File: config.mk
export PLATFORM = sky130hd
export DESIGN_NAME = hilo_div
export DESIGN_NICKNAME = d
export VERILOG_FILES = /design/src/rtl/hilo_div.sv
export SDC_FILE = /design/constraint.sdc
export NUM_CORES = 1
export LEC_CHECK = 0
export BUFFER_PORTS_ARGS = -buffer_cell sky130_fd_sc_hd__buf_4
export CAP_MARGIN = 20
export CORE_MARGIN = 10
export CORE_UTILIZATION = 25
export CTS_CLUSTER_SIZE = 25
export DETAILED_ROUTE_END_ITERATION = 16
export PLACE_DENSITY = 0.45
export SYNTH_ARGS = -nofsm -noshare
export SYNTH_HDL_FRONTEND = slang
export SYNTH_SLANG_ARGS = --single-unit
File: constraint.sdc
create_clock -name clk -period 5.4 [get_ports clk]
set_clock_uncertainty 0.2 [all_clocks]
set_input_delay 1.62 -clock clk [delete_from_list [all_inputs] [get_ports clk]]
set_output_delay 1.62 -clock clk [all_outputs]
set_load 0.1 [all_outputs]
File: src/rtl/hilo_div.sv
// hilo_div: iterative 32-bit radix-2 restoring divider for MIPS DIV/DIVU.
// It produces {HI = remainder, LO = quotient} for the HI/LO write path.
//
// Ports:
//   clk         system clock; all state updates on the rising edge
//   rst         asynchronous reset, active low
//   start       begin a divide (sampled only in IDLE)
//   signed_div  1 = DIV (two's complement), 0 = DIVU; sampled with start
//   a, b        dividend / divisor; sampled with start
//   annul       synchronous cancel of an in-flight divide
//   busy        stall request: (IDLE & start) | RUN
//   ready       single-cycle result-valid pulse (DONE state)
//   result      {HI, LO}; holds until the next completed divide
//
// Optional build macro:
//   HILO_DIV_EARLY_OUT_EN  when |a| < |b| and b != 0, go straight from IDLE to
//                          DONE with LO = 0 and HI = a (ready one cycle after start).
//
// state | meaning
// IDLE  | waiting for start
// RUN   | one restoring step per cycle, 32 steps (cnt 0..31)
// DONE  | result registered; ready pulses for one cycle
module hilo_div (
  input  logic        clk,
  input  logic        rst,
  input  logic        start,
  input  logic        signed_div,
  input  logic [31:0] a,
  input  logic [31:0] b,
  input  logic        annul,
  output logic        busy,
  output logic        ready,
  output logic [63:0] result
);

  typedef enum logic [1:0] {
    IDLE = 2'd0,
    RUN  = 2'd1,
    DONE = 2'd2
  } state_t;

  state_t      state, state_nxt;
  logic [5:0]  cnt;
  logic [63:0] rq;          // {rem, quo}
  logic [31:0] dmag;
  logic [31:0] a_raw;
  logic        sdiv_q, sa_q, sb_q, bzero_q;

  // operand capture in IDLE
  logic        sa_in, sb_in;
  logic [31:0] amag_in, bmag_in;
  logic        early;

  assign sa_in   = signed_div & a[31];
  assign sb_in   = signed_div & b[31];
  assign amag_in = sa_in ? (32'd0 - a) : a;
  assign bmag_in = sb_in ? (32'd0 - b) : b;

`ifdef HILO_DIV_EARLY_OUT_EN
  assign early = (amag_in < bmag_in) && (b != 32'd0);
`else
  assign early = 1'b0;
`endif

  // one restoring step
  logic [63:0] shifted;
  logic [32:0] diff;
  logic [63:0] rq_step;

  // The bit shifted out of rem[31] is kept as bit 32 of the trial value;
  // without it, divisors >= 2^31 would lose the partial remainder MSB.
  assign shifted = {rq[62:0], 1'b0};
  assign diff    = {rq[63], shifted[63:32]} - {1'b0, dmag};
  assign rq_step = diff[32] ? shifted : {diff[31:0], shifted[31:1], 1'b1};

  // sign correction of the final step
  logic [31:0] q_raw, r_raw, q_fix, r_fix;
  logic [63:0] final_res;

  assign q_raw     = rq_step[31:0];
  assign r_raw     = rq_step[63:32];
  assign q_fix     = (sdiv_q && (sa_q ^ sb_q)) ? (32'd0 - q_raw) : q_raw;
  assign r_fix     = (sdiv_q && sa_q) ? (32'd0 - r_raw) : r_raw;
  assign final_res = bzero_q ? {a_raw, 32'hFFFF_FFFF} : {r_fix, q_fix};

  always_ff @(posedge clk or negedge rst) begin
    if (!rst) begin
      state <= IDLE;
    end else begin
      state <= state_nxt;
    end
  end

  always_comb begin
    state_nxt = state;
    busy      = 1'b0;
    ready     = 1'b0;
    case (state)
      IDLE: begin
        busy = start;
        if (start) begin
          state_nxt = early ? DONE : RUN;
        end
      end
      RUN: begin
        busy = 1'b1;
        if (annul) begin
          state_nxt = IDLE;
        end else if (cnt == 6'd31) begin
          state_nxt = DONE;
        end
      end
      DONE: begin
        ready     = 1'b1;
        state_nxt = IDLE;
      end
      default: state_nxt = IDLE;
    endcase
  end

  always_ff @(posedge clk or negedge rst) begin
    if (!rst) begin
      cnt     <= 6'd0;
      rq      <= 64'd0;
      dmag    <= 32'd0;
      a_raw   <= 32'd0;
      sdiv_q  <= 1'b0;
      sa_q    <= 1'b0;
      sb_q    <= 1'b0;
      bzero_q <= 1'b0;
      result  <= 64'd0;
    end else begin
      case (state)
        IDLE: begin
          if (start) begin
            cnt     <= 6'd0;
            rq      <= {32'd0, amag_in};
            dmag    <= bmag_in;
            a_raw   <= a;
            sdiv_q  <= signed_div;
            sa_q    <= sa_in;
            sb_q    <= sb_in;
            bzero_q <= (b == 32'd0);
            if (early) begin
              // remainder is the dividend itself, already carrying its sign
              result <= {a, 32'd0};
            end
          end
        end
        RUN: begin
          if (!annul) begin
            rq  <= rq_step;
            cnt <= cnt + 6'd1;
            if (cnt == 6'd31) begin
              result <= final_res;
            end
          end
        end
        default: ;
      endcase
    end
  end

endmodule

==> results of run 1 <==
-- flip-flops by register name, summed over array words and instances (netlist names) --
register  count
state         2
sdiv_q        1
sb_q          1
dmag         32
bzero_q       1
cnt           6
result       64
sa_q          1
a_raw        32
rq           64
-- layout make-up --
cell class / instances / area share [%]
tap: 748 / 5.64
multi-input combinational: 1367 / 49.7
clock inverter: 12 / 0.754
inverter: 52 / 1.22
clock buffer: 38 / 4.56
timing repair buffer: 161 / 7.39
sequential: 204 / 30.8
-- tightest hold or removal path, cell delays in order, from the launching register on --
cell,delay [ns]
dfrtp_1,0.34
nand2_1,0.04
o21ai_0,0.06
-- per-layer routing --
layer,part of all wire (%),routed length [um],track usage [%],vias up
met5,0.041,21,0,-
met4,1.9,981,3.67,4
met3,4.8,2470,2.61,54
met2,45,22800,23.7,270
met1,48,24700,21.2,6249
li1,-,-,-,6268
-- repair_timing --
| item | CTS | global route |
|---|---|---|
| endpoints found under the setup margin | 0 | 10 |
| hold buffers | 0 | 0 |
| setup buffers | 0 | 0 |
| resized for setup | 0 | 3 |
-- final timing paths --
kind	from	end	slack (ns)	cells after the start
setup reg to reg	rq[38]	result[58]	0.42	17
max in group asynchronous	rst	result[45]	3.07	2
setup / recovery	rq[38]	result[58]	0.42	17
hold reg to reg	result[51]	result[51]	0.28	2
min in group asynchronous	rst	dmag[10]	0.88	1
hold / removal	result[51]	result[51]	0.28	2
-- synthesized netlist by cell type, drive strengths merged, types with 5 or more instances --
library cell / number
nand2: 285
dfrtp: 204
o21ai: 185
a21oi: 157
nor2: 156
xor2: 68
clkbuf: 65
xnor2: 63
inv: 52
ha: 37
nor3: 36
mux2i: 32
buf: 30
a21o: 25
or3: 25
nor4: 22
nand3: 19
a31oi: 17
nand2b: 16
o31ai: 15
and2: 14
o21a: 14
a211oi: 13
or4: 12
o41ai: 11
and3: 10
nand4: 10
or2: 9
and4: 7
nor2b: 7
nor3b: 7
o22ai: 7
o211ai: 6
o31a: 6
a211o: 5
a31o: 5
-- logic make-up (layout without fill, tap and decap cells) --
| kind of cell | count (synthesis) | in the layout |
|---|---|---|
| xor gates and xnor gates | 131 | 131 |
| and+or+nand+nor | 646 | 646 |
| adders and majority gates | 38 | 38 |
| DFF | 204 | 204 |
| AOI/OAI and AO/OA | 516 | 516 |
| muxes | 36 | 36 |
| buffers and inverters | 147 | 263 |
-- report_power, final --
part           internal (mW)  total (mW)  switching, mW
clock                   1.07        1.83          0.757
sequential              1.82        2.17          0.357
combinational           1.88        5.22           3.34
-- through the flow --
| stage | util, % | hold slack (ns) | setup WS, ns | std cells | instance area [um^2] |
|---|---|---|---|---|---|
| final | 30.1 | 0.277 | 0.421 | 2582 | 16600 |
| after floorplan | - | 0.237 | 0.488 | 1718 | 13900 |
| after global routing | 30.1 | 0.301 | 0.0469 | 2582 | 16600 |
| after detailed placement | 28.5 | 0.266 | 0.212 | 2532 | 15700 |
| after CTS | 30.1 | 0.281 | 0.209 | 2582 | 16600 |
| after global placement | 28.5 | 0.261 | 0.322 | 2532 | 15700 |
==> flow_metrics.py, run 1 <==
metrics = {
    "placement": {
        "io_buffers": 134,
        "dp_hpwl_um": 39200,
        "place_congestion": 0.860,
    },
    "logic_synthesis": {
        "xor_xnor_share_of_the_synthesized_area_pct": 8.24,
        "compound_gate_portion_of_the_synthesized_area_pct": 23.1,
        "synth_fa_ha_area_share_pct": 3.47,
        "synth.yosys.warnings": 0,
        "yosys.area.top_type": "dfrtp_1",
        "yosys.area_share.simple_pct": 21.4,
        "synth_ff_type": "dfrtp_1",
        "async_reset_ff_share_pct": 100,
        "netlist_area_before_placement_mm2": 0.0139,
        "postSynthNetCount": 1825,
        "post_synth_main_area_contributors": "dfrtp_1 37%, nand2_1 7.7%, o21ai_0 6.3%, a21oi_1 5.6%, xor2_1 4.3%",
        "synthDominantCellAreaShare_pct": 36.6,
        "synth_top_family_by_area": "compound AO/OA/AOI/OAI gates",
        "postSynthAreaPerCell_um2": 8.11,
        "post_synth_inst_count": 1718,
        "synth.area.mux_share_pct": 2.65,
        "synth_edf_count": 0,
        "synth_cell_types": 88,
        "flops_latches_synth": 204,
        "part_of_the_yosys_area_used_for_sequential_elements_pct": 36.6,
    },
    "grt": {
        "global_route.overflow_total": 0,
        "first_pass_grt_wire_length_um": 79600,
        "grt_pass1_vias": 12872,
        "maximum_number_of_pins_on_one_net_before_global_route_repair": 93,
        "initial_antenna_violation_count": 2,
        "globalRouteTotalUtil_pct": 15.1,
    },
    "floorplan": {
        "fp.dieW_um": 256,
        "fp-row-count": 86,
        "die-height_um": 256,
        "placeableCoreArea_mm2": 0.0551,
        "floorplan.initialDensity_pct": 25.3,
        "fp.dieArea_mm2": 0.0656,
        "floorplan.io_pins": 135,
    },
    "timing": {
        "setup_viol": 0,
        "finalCritPeriodShare_pct": 92.2,
        "rsz0062_at_grt": "no",
        "period_minus_slack_ns": 4.98,
        "finalMaxSlewViolations": 0,
        "final.setup.tns_ns": 0,
        "worst_pin_slew_ns": 0.984,
        "maxSlewHeadroom_pct": 34.2,
        "finalHoldViolCount": 0,
        "maxClockFrequency_mhz": 201,
    },
    "clocking": {
        "tritoncts": "built",
        "cts-root-to-sink-buffers": 3,
        "numCtsBuffers": 27,
        "clk_transition_reported_paths_ns": 0.06,
        "clk-insertion-delay-late_ns": 0.58,
        "htreeDepth": 1,
        "root_buffer": "clkbuf_16",
        "clock-sinks": 204,
    },
    "pwr": {
        "ir_worst_vdd_mv": 0.278,
        "p_leak_nw": 7.32,
        "totalPowerFinal_mw": 9.22,
        "power.density_mw_per_mm2": 556,
    },
    "drt": {
        "post_drt_wl_per_cell_um": 19.8,
        "avgViaCountPerCell": 4.97,
        "dr.first_iter.drc_count": 899,
        "dr_total_vias": 12845,
        "number_of_detailed_route_iterations_in_the_first_pass": 4,
        "drt_drc_violations_left": 0,
        "detail-route-antenna-nets": 0,
        "wl_um": 51000,
    },
    "cells_and_area": {
        "multiInputGateArea_mm2": 0.00825,
        "num-nets-final": 1920,
        "sequential_cell_area_in_the_final_layout_mm2": 0.00511,
        "layout_commonest_cell": "nand2_1",
        "num-fill-cells": 6027,
        "drive_above_1_share_pct": 14.1,
        "area.growth.synth_to_final_pct": 19.2,
        "final_cell_mix": "284 x nand2_1, 203 x dfrtp_1, 176 x o21ai_0",
        "diodes": 0,
    },
    "setup_path": {
        "crit_path_end_kind": "register",
        "cp_num_buf_inv": 1,
        "crit_path_max_incr_delay_ns": 0.50,
        "critPathRequiredTime_ns": 5.67,
        "crit_path_max_fanout": 12,
        "worstSetupStartpointType": "register",
        "critPathKind": "register to register",
        "crit_path_cells": "ha_1, a2111oi_1, o21ai_1, nand4_1, a21boi_0, o211a_2, inv_8, mux2i_1, ha_1, nand2_1, or2_2, o31ai_4, a31oi_4, nor3b_2, a211o_1, a21oi_1, o31ai_1",
        "cp_data_arrival_time_ns": 5.25,
        "path_delay_family": "compound AO/OA/AOI/OAI gates",
        "crit_top_cell": "ha_1",
        "cpMaxStageDelayCell": "ha_1",
    },
    "hold_path": {
        "timing.hold.worst.class": "register to register",
    },
    "status": {
        "run_status": "finished clean",
    },
    "job": {
        "cap_viol_max_count": 0,
    },
}
Power figures use the tool's default switching activity.
==> inputs of run 2 (changes only) <==
--- a/config.mk
+++ b/config.mk
@@ -5,6 +5,7 @@
 export SDC_FILE = /design/constraint.sdc
 export NUM_CORES = 1
 export LEC_CHECK = 0
+export ABC_AREA = 1
 export BUFFER_PORTS_ARGS = -buffer_cell sky130_fd_sc_hd__buf_4
 export CAP_MARGIN = 20
 export CORE_MARGIN = 10
@@ -12,6 +13,7 @@
 export CTS_CLUSTER_SIZE = 25
 export DETAILED_ROUTE_END_ITERATION = 16
 export PLACE_DENSITY = 0.45
+export RECOVER_POWER = 25
 export SYNTH_ARGS = -nofsm -noshare
 export SYNTH_HDL_FRONTEND = slang
 export SYNTH_SLANG_ARGS = --single-unit
==> flow_metrics.py, run 2 <==
metrics = {
    "timing": {
        "period_minus_slack_ns": 4.81,
        "maxSlewHeadroom_pct": -80.6,
        "finalMaxSlewViolations": 45,
        "postLayoutSetupSlackWorst_ns": 0.590,
        "setup_viol": 0,
        "finalHoldViolCount": 0,
        "timing.hold.ws_ns": 0.279,
        "rsz0062_at_grt": "no",
        "worst_pin_slew_ns": 2.71,
        "final.setup.tns_ns": 0,
        "maxClockFrequency_mhz": 208,
        "finalCritPeriodShare_pct": 89.1,
    },
    "placement": {
        "dp_hpwl_um": 44800,
        "place_congestion": 0.909,
        "placed_cells": 3122,
        "dp_slack_ns": 0.671,
        "io_buffers": 134,
    },
    "drt": {
        "dr_total_vias": 14911,
        "detail-route-antenna-nets": 0,
        "post_drt_wl_per_cell_um": 18.0,
        "wl_um": 56900,
        "dr.first_iter.drc_count": 1182,
        "drt_drc_violations_left": 0,
        "avgViaCountPerCell": 4.70,
        "number_of_detailed_route_iterations_in_the_first_pass": 7,
    },
    "floorplan": {
        "floorplan.initialDensity_pct": 25.2,
        "fp-row-count": 89,
        "placeableCoreArea_mm2": 0.0587,
        "die-height_um": 263,
        "floorplan.io_pins": 135,
        "fp.dieArea_mm2": 0.0692,
        "fp.dieW_um": 263,
    },
    "logic_synthesis": {
        "part_of_the_yosys_area_used_for_sequential_elements_pct": 34.6,
        "synth_common_cells": "731 x nand2_1, 304 x inv_1, 216 x nor2_1, 204 x dfrtp_1, 189 x o21ai_0",
        "postSynthAreaPerCell_um2": 6.49,
        "flops_latches_synth": 204,
        "synth_ff_type": "dfrtp_1",
        "yosys.area.top_type": "dfrtp_1",
        "async_reset_ff_share_pct": 100,
        "netlist_area_before_placement_mm2": 0.0148,
        "postSynthNetCount": 2382,
        "synthDominantCellAreaShare_pct": 34.6,
        "synth.yosys.warnings": 0,
        "post_synth_inst_count": 2275,
        "post_synth_main_area_contributors": "dfrtp_1 35%, nand2_1 19%, inv_1 7.7%, o21ai_0 6.4%, nor2_1 5.5%",
        "synth_edf_count": 0,
        "synth_cell_types": 51,
        "yosys.cell_count.top_type": "nand2_1",
    },
    "setup_path": {
        "worst_setup_slack_for_register_to_register_paths_ns": 0.59,
        "critPathKind": "register to register",
        "cp-endpoint": "result[26]",
        "crit-reg2reg-capture": "result[26]",
        "worst_r2r_startpoint": "rq[31]",
        "crit_path_end_kind": "register",
        "timing.critical_path.from": "rq[31]",
        "worstSetupStartpointType": "register",
        "cp_data_arrival_time_ns": 5.06,
        "critPathRequiredTime_ns": 5.65,
        "crit_path_max_fanout": 8,
        "r2r.worst_path.cells": 26,
    },
    "cells_and_area": {
        "diodes": 0,
        "drive_above_1_share_pct": 11.3,
        "area.growth.synth_to_final_pct": 18.6,
        "sequential_cell_area_in_the_final_layout_mm2": 0.00510,
        "finish.cell_count_without_fillers": 3170,
        "top_regs": "result: 64 flops, rq: 64 flops",
        "final_cell_mix": "730 x nand2_1, 304 x inv_1, 212 x nor2_1",
        "layout_commonest_cell": "nand2_1",
        "num-nets-final": 2486,
        "multiInputGateArea_mm2": 0.00811,
        "num-fill-cells": 6496,
    },
    "clocking": {
        "holdBufCountCts": 0,
        "clock-sinks": 204,
        "htreeDepth": 1,
        "cts_resized": 0,
        "clk-insertion-delay-late_ns": 0.55,
        "post_cts_buffers": 0,
        "cts-root-to-sink-buffers": 3,
        "root_buffer": "clkbuf_16",
        "clk_transition_reported_paths_ns": 0.06,
        "numCtsBuffers": 27,
        "tritoncts": "built",
    },
    "status": {
        "run_status": "finished, violations left",
        "failing_checks": "capacitance limit, slew limit",
    },
    "grt": {
        "maximum_number_of_pins_on_one_net_before_global_route_repair": 117,
        "global_route.overflow_total": 0,
        "globalRouteTotalUtil_pct": 16.0,
        "initial_antenna_violation_count": 1,
        "grt_pass1_vias": 14692,
        "first_pass_grt_wire_length_um": 88300,
    },
    "pwr": {
        "pwr-share-seq_pct": 19.9,
        "clockPowerShare_pct": 17.7,
        "power.density_mw_per_mm2": 620,
        "combinational_share_of_power_pct": 62.4,
        "net_switching_share_of_the_total_power_pct": 54.0,
        "p_int_mw": 4.99,
        "totalPowerFinal_mw": 10.9,
        "ir_worst_vdd_mv": 0.255,
        "p_leak_nw": 9.11,
        "switchingPower_mw": 5.86,
    },
    "hold_path": {
        "whs_path_depth": 2,
        "timing.hold.worst.class": "register to register",
    },
    "job": {
        "cap_viol_max_count": 1,
    },
}
[run 2: cell types whose count changed after synthesis, moves of 23 or more]
| cell | before | now |
|---|---|---|
| nand2_1 | 285 | 731 |
| nor2_1 | 156 | 216 |
| xnor2_1 | 63 | 16 |
| o22ai_1 | 7 | 36 |
| a21o_1 | 24 | 1 |
| nand3_1 | 19 | 116 |
| mux2i_1 | 31 | 1 |
| a21oi_1 | 155 | 76 |
| or3_1 | 25 | 0 |
| inv_1 | 51 | 304 |
[run 2: area by class of cell]
type                            count  share of cell area (%)
Clock buffer                       34                    4.35
Inverter                          322                    6.90
Multi-Input combinational cell   1671                    46.3
Clock inverter                     13                    1.01
Tap cell                          773                    5.52
Sequential cell                   204                    29.2
Timing Repair Buffer              153                    6.71
[run 2: layer usage]
layer | vias to the layer above | GRT usage, % | routed length [um]
met2 | 368 | 26.0 | 26000
met5 | - | 0 | 0
met1 | 7000 | 22.0 | 26900
li1 | 7481 | - | -
met3 | 62 | 2.27 | 2910
met4 | 0 | 3.59 | 1130
[run 2: critical path, stage by stage (launching register included)]
cell and delay (ns):
dfrtp_1 0.40, inv_1 0.09, ha_1 0.15, inv_1 0.07, fa_1 0.40, nand2_1 0.08
nand2_1 0.09, nand3_2 0.09, nand2_2 0.10, nand2_2 0.09, nand2_4 0.06, nand2_4 0.08
nand3_2 0.19, nand2_4 0.16, ha_1 0.17, inv_1 0.06, nor3_1 0.22, nand3_1 0.19
nor3_1 0.44, nand4_1 0.24, o21ai_0 0.33, o21ai_0 0.23, o21bai_1 0.23, a21oi_1 0.14
o21ai_1 0.09, o21ai_0 0.08, inv_1 0.06
[run 2: kinds of logic (layout without fill, tap and decap cells)]
| kind of cell | after synthesis | in the layout | synth area share (%) |
|---|---|---|---|
| AND/OR/NAND/NOR | 1191 | 1191 | 33.6 |
| buffers and inverters | 400 | 522 | 10.6 |
| AO/OA/AOI/OAI | 379 | 379 | 14.2 |
| flip-flops | 204 | 204 | 34.6 |
| XOR/XNOR | 62 | 62 | 3.68 |
| adder cells (fa/ha/maj) | 38 | 38 | 3.27 |
| multiplexers | 1 | 1 | 0.0678 |
[run 2: worst min path at each step]
stage          startpoint          to  slack [ns]
2_1_floorplan    a_raw[0]    a_raw[0]        0.24
3_3_place_gp    a_raw[12]   a_raw[12]        0.26
3_5_place_dp     a_raw[3]    a_raw[3]        0.27
4_1_cts         a_raw[15]   a_raw[15]        0.29
5_1_grt        result[53]  result[53]        0.31
6_report        a_raw[15]   a_raw[15]        0.28
[run 2: power by group through the flow]
stage,registers [mW],logic (mW),clock network (mW)
2_1_floorplan,2.15,4.84,0
6_report,2.16,6.77,1.92
5_1_grt,2.20,7.67,2.05
3_5_place_dp,2.18,6.77,0
3_3_place_gp,2.18,6.77,0
4_1_cts,2.16,6.80,1.99
[run 2: through the flow]
| stage | cell area (um^2) | utilization [%] |
|---|---|---|
| final | 17500 | 29.8 |
| after global routing | 17500 | 29.8 |
| after CTS | 17500 | 29.8 |
| after detailed placement | 16600 | 28.2 |
| after global placement | 16600 | 28.2 |
| after floorplan | 14800 | - |
